===== config.mk =====
export PLATFORM = sky130hd
export DESIGN_NAME = output_buffer
export DESIGN_NICKNAME = d
export VERILOG_FILES = /design/src/rtl/output_buffer.sv
export SDC_FILE = /design/constraint.sdc
export NUM_CORES = 1
export LEC_CHECK = 0
export CORE_MARGIN = 2
export CORE_UTILIZATION = 45
export CTS_CLUSTER_SIZE = 20
export DETAILED_ROUTE_END_ITERATION = 10
export PLACE_DENSITY = 0.71
export SETUP_SLACK_MARGIN = 0.5
export SYNTH_ARGS = -nofsm -noshare
export SYNTH_HDL_FRONTEND = slang
export SYNTH_SLANG_ARGS = --single-unit

===== constraint.sdc =====
create_clock -name i_clk -period 4.7 [get_ports i_clk]
set_input_delay 0.94 -clock i_clk [delete_from_list [all_inputs] [get_ports i_clk]]
set_output_delay 0.94 -clock i_clk [all_outputs]
set_load 0.01 [all_outputs]

===== src/rtl/output_buffer.sv =====
`default_nettype none
// ============================================================================
// output_buffer : deskews systolic-array result columns into aligned rows and
//                 buffers them in a first-word fall-through FIFO.
// Optional macro OUTBUF_SKEW_CHECK_EN adds a sticky o_skew_err output.
// Revision: 1.0
// ============================================================================
module output_buffer #(
  parameter int NUM_COLS   = 3,
  parameter int ACC_WIDTH  = 16,
  parameter int ADDR_WIDTH = 2
) (
  input  logic                          i_clk,
  input  logic                          i_rst,
  input  logic [NUM_COLS-1:0]           i_col_valid,
  input  logic [NUM_COLS*ACC_WIDTH-1:0] i_col_data,
  output logic                          o_rd_valid,
  input  logic                          i_rd_ready,
  output logic [NUM_COLS*ACC_WIDTH-1:0] o_rd_data,
  output logic [ADDR_WIDTH:0]           o_count,
  output logic                          o_full,
  output logic                          o_overflow
`ifdef OUTBUF_SKEW_CHECK_EN
  ,
  output logic                          o_skew_err
`endif
);

  localparam int                  c_DEPTH    = 2 ** ADDR_WIDTH;
  localparam int                  c_ROW_W    = NUM_COLS * ACC_WIDTH;
  localparam logic [ADDR_WIDTH:0] c_FULL_CNT = (ADDR_WIDTH + 1)'(c_DEPTH);

  logic [NUM_COLS-1:0] w_al_valid;
  logic [c_ROW_W-1:0]  w_al_data;

  // Column c lags column 0 by c cycles, so it is delayed by the remaining
  // NUM_COLS-1-c cycles to line every column up with the last one.
  for (genvar c = 0; c < NUM_COLS; c++) begin : g_col
    localparam int c_STAGES = NUM_COLS - 1 - c;
    if (c_STAGES == 0) begin : g_pass
      assign w_al_valid[c]                        = i_col_valid[c];
      assign w_al_data[c*ACC_WIDTH +: ACC_WIDTH] = i_col_data[c*ACC_WIDTH +: ACC_WIDTH];
    end else begin : g_dly
      logic [c_STAGES-1:0]  r_v;
      logic [ACC_WIDTH-1:0] r_d [c_STAGES];

      always_ff @(posedge i_clk) begin
        if (i_rst) begin
          r_v <= '0;
          for (int s = 0; s < c_STAGES; s++) r_d[s] <= '0;
        end else begin
          r_v[0] <= i_col_valid[c];
          r_d[0] <= i_col_data[c*ACC_WIDTH +: ACC_WIDTH];
          for (int s = 1; s < c_STAGES; s++) begin
            r_v[s] <= r_v[s-1];
            r_d[s] <= r_d[s-1];
          end
        end
      end

      assign w_al_valid[c]                        = r_v[c_STAGES-1];
      assign w_al_data[c*ACC_WIDTH +: ACC_WIDTH] = r_d[c_STAGES-1];
    end
  end

  logic [c_ROW_W-1:0]    r_mem [c_DEPTH];
  logic [ADDR_WIDTH-1:0] r_wr_ptr;
  logic [ADDR_WIDTH-1:0] r_rd_ptr;
  logic [ADDR_WIDTH:0]   r_count;
  logic                  r_overflow;

  logic w_full, w_empty, w_pop, w_push_req, w_push, w_drop;

  assign w_full     = (r_count == c_FULL_CNT);
  assign w_empty    = (r_count == '0);
  assign w_pop      = !w_empty && i_rd_ready;
  assign w_push_req = &w_al_valid;
  // A pop in the same cycle frees the slot, so a full FIFO can still accept.
  assign w_push     = w_push_req && (!w_full || w_pop);
  assign w_drop     = w_push_req && w_full && !w_pop;

  always_ff @(posedge i_clk) begin
    if (i_rst) begin
      r_wr_ptr   <= '0;
      r_rd_ptr   <= '0;
      r_count    <= '0;
      r_overflow <= 1'b0;
      for (int i = 0; i < c_DEPTH; i++) r_mem[i] <= '0;
    end else begin
      if (w_push) begin
        r_mem[r_wr_ptr] <= w_al_data;
        r_wr_ptr        <= r_wr_ptr + 1'b1;
      end
      if (w_pop) r_rd_ptr <= r_rd_ptr + 1'b1;
      case ({w_push, w_pop})
        2'b10:   r_count <= r_count + 1'b1;
        2'b01:   r_count <= r_count - 1'b1;
        default: r_count <= r_count;
      endcase
      if (w_drop) r_overflow <= 1'b1;
    end
  end

`ifdef OUTBUF_SKEW_CHECK_EN
  logic w_partial;
  logic r_skew_err;

  assign w_partial = (|w_al_valid) && !(&w_al_valid);

  always_ff @(posedge i_clk) begin
    if (i_rst)          r_skew_err <= 1'b0;
    else if (w_partial) r_skew_err <= 1'b1;
  end

  assign o_skew_err = r_skew_err;
`else
  // Partial valid patterns simply never satisfy the push condition.
`endif

  assign o_rd_valid = !w_empty;
  assign o_rd_data  = r_mem[r_rd_ptr];
  assign o_count    = r_count;
  assign o_full     = w_full;
  assign o_overflow = r_overflow;

endmodule
`default_nettype wire


==> parameters.txt <==
Parameter                              Value

Status
  Status ... complete, no violations

Clock tree
  Clock insertion delay at the later pin of the skew report ... 0.52 ns
  Post-CTS Hold Buffers ... 0
  CTS Root Cell ... clkbuf_16
  # H-tree levels ... 1
  Maximum clock insertion buffer count ... 3
  Total CTS buffers ... 25
  Post-CTS Setup Bufs ... 0
  Number of clock sinks seen by CTS ... 253
  Total of cells resized after clock tree synthesis ... 0
  CTS tree ... built
  Clock-pin slew of the registers on the worst-case setup and hold paths ... 0.06 ns

Setup path
  Crit-path max FO ... 26
  Slowest cell on crit path ... dfxtp_2
  Data required time of the worst path ... 3.76 ns
  Category of the critical setup timing path ... reg -> out
  Category of the worst setup path launch point ... register
  Worst endpoint data arrival time ... 2.74 ns
  Kind of end point of the critical path ... primary output
  Sequence of cells on the critical path ... buf_4, mux4_2, clkdlybuf4s50_1
  Maximum cell stage delay along the critical path ... 0.82 ns

STA
  Max-Slew Margin vs Limit ... 32.76%
  Worst Tran Pin Value ... 1.009 ns
  Maximum clock frequency ... 271.9 MHz
  Total count of hold-check failures in the final report ... 0
  # setup viols final ... 0
  Post-route fraction of the period consumed by the critical path ... 78.25%
  RSZ-0062 raised after global routing ... no
  Setup TNS ... 0 ns
  Setup clock skew after layout ... 0.008056 ns
  Min Tclk post-route ... 3.678 ns
  Final max-slew violation count ... 0

Power
  Static leakage ... 4.070 nW
  Worst-case vdd ir drop ... 0.0002323 V
  Power per cell area ... 459.0 nW/um^2

Die
  Die Y ... 153.1 um
  Starting density of the core ... 45.87%
  Overall die area ... 23450 sq um
  Number of rows created at floorplan ... 54
  Horizontal extent of the die ... 153.1 um
  Area of the placeable core ... 21820 sq um
  Ports ... 108

Detailed routing
  Drt total wl ... 20.55 mm
  Routed wirelength normalized by instance count ... 19.03 um
  First drt pass iteration count ... 5
  Count of unresolved DRC violations after routing ... 0
  Overall via count from detail_route ... 5698
  Detailed router's first-iteration violation count ... 470
  Detail Route Antenna Nets ... 0
  Average via count per standard cell ... 5.276

Yosys
  Cell area after technology mapping ... 10010 sq um
  Register area share after synthesis ... 69.80%
  Register bit count reported by yosys ... 253
  Synth Net Count ... 737
  Number of instances in the synthesized netlist ... 682
  Yosys warning total ... 0
  Avg Synthesized Cell Area ... 14.68 sq um
  Count of different cell masters after synthesis ... 28

Finish
  Synth-to-Final Area Change ... 21.40%
  Filler cell count in the final layout ... 1706
  Final nets ... 836
  Number of antenna diodes ... 0
  Multi-input gate area in the final layout ... 2788 sq um
  Fraction of final layout cells sized beyond drive strength 1 ... 18.38%
  Core utilization of the finished layout ... 55.68%
  Area taken by flip-flops and latches ... 6992 sq um
  Leading cell type in the layout, fill and taps excluded ... edfxtp_1
  Final instance area ... 12150 sq um
  Most used cells in the layout excluding fill and tap cells ... edfxtp_1 (192), nor2_1 (173), clkdlybuf4s50_1 (106)

Global routing
  Via count of the first global-routing pass ... 5992
  Overflow left after global routing ... 0
  Wire length of the first global-routing pass ... 32.52 mm
  Initial antenna violation count ... 0
  Global router's overall resource usage ... 17.65%
  Largest net degree at the start of global routing ... 67

Place
  Post-detailed-placement cell area ... 11320 sq um
  Post-DP HPWL ... 12.06 mm
  IO buf count ... 107
  Routability congestion estimate ... 0.7941

Worst hold path
  Hold/Removal Path Class ... reg -> reg

Flow run
  Maximum capacitance violations ... 0
synthesized netlist by cell type, drive strengths merged:
cell type | n | area (sq um)
nor2 | 203 | 837.1
edfxtp | 192 | 5766
dfxtp | 61 | 1221
nand2b | 52 | 332.8
nor2b | 52 | 325.3
mux4 | 48 | 1081
buf | 24 | 156.4
clkbuf | 22 | 82.58
inv | 3 | 11.26
mux2 | 3 | 33.78
nand3 | 3 | 15.01
or3 | 3 | 18.77
a21oi | 2 | 10.01
and3 | 2 | 12.51
nand2 | 2 | 7.510
xnor2 | 2 | 17.52
a31o | 1 | 8.760
fa | 1 | 20.02
nor4b | 1 | 15.01
o21a | 1 | 7.510
o21ai | 1 | 5.000
o31a | 1 | 8.760
o31ai | 1 | 7.510
xor2 | 1 | 8.760
metal layers:
layer	track usage, %	routed length, um	up-vias	share of wire, %
met5	0	0	-	0
met4	4.189	367	0	1.8
met3	3.062	1256	35	6.1
met2	30.87	10520	181	51
met1	23.13	8405	2887	41
li1	-	-	2595	-
kinds of logic (layout without fill, tap and decap cells):
| logic type | Yosys count | after routing | share of synthesized area, % |
|---|---|---|---|
| AOI/OAI and AO/OA | 7 | 7 | 0.4750 |
| xor gates and xnor gates | 3 | 3 | 0.2625 |
| adders and majority gates | 1 | 1 | 0.2000 |
| buffers and inverters | 49 | 167 | 2.500 |
| DFF | 253 | 253 | 69.80 |
| muxes | 51 | 51 | 11.14 |
| and+or+nand+nor | 318 | 318 | 15.62 |
state kept, by name (all words and copies together) (netlist names), named ones only:
register and cells:
r_mem 192, r_rd_ptr 2, o_overflow 1, g_col.g_dly.r_v 3, g_col.g_dly.r_d 48, o_count 3, r_wr_ptr 2
where the power goes:
part / leakage, nW / switching [mW] / internal [mW]
Clock: 0.410 / 0.819 / 1.17
Combinational: 1.17 / 0.338 / 0.577
Sequential: 2.49 / 0.170 / 2.50
Total: 4.07 / 1.33 / 4.25
per-stage QoR:
| stage | power, mW | worst slack, ns | hold WS [ns] | cells |
|---|---|---|---|---|
| 3_3_place_gp | 3.634 | 1.193 | 0.4201 | 1034 |
| 6_report | 5.578 | 1.022 | 0.4331 | 1080 |
| 2_1_floorplan | 3.187 | 1.410 | 0.4138 | 682 |
| 3_5_place_dp | 3.653 | 1.182 | 0.4223 | 1034 |
| 5_1_grt | 5.772 | 0.8398 | 0.4480 | 1080 |
| 4_1_cts | 5.633 | 0.9200 | 0.4345 | 1080 |
cell type report:
class                      instances  area share, %
tap                              280          2.883
inverter                           3        0.09267
multi-input combinational        380          22.94
clock buffer                      28          5.406
clock inverter                    18          1.462
timing repair buffer             118          9.679
sequential                       253          57.54
final timing paths:
kind                                               start  slack, ns                        end  depth (start not counted)
worst min-delay path            g_col[0].g_dly.r_d[0][5]       0.43  g_col[0].g_dly.r_d[0][21]                          1
worst max-delay path                            register       1.02               o_rd_data[6]                          3
worst min register to register  g_col[0].g_dly.r_d[0][5]       0.43  g_col[0].g_dly.r_d[0][21]                          1
worst max register to register                o_count[2]       2.26                r_mem[0][2]                          5
worst max-delay path, delay by kind of cell, from the launching register on:
kind,cells,cell delay [ns]
buf+inv,2,0.98
flops,1,0.82
mux,1,0.41
(Power assumes the default switching activity.)
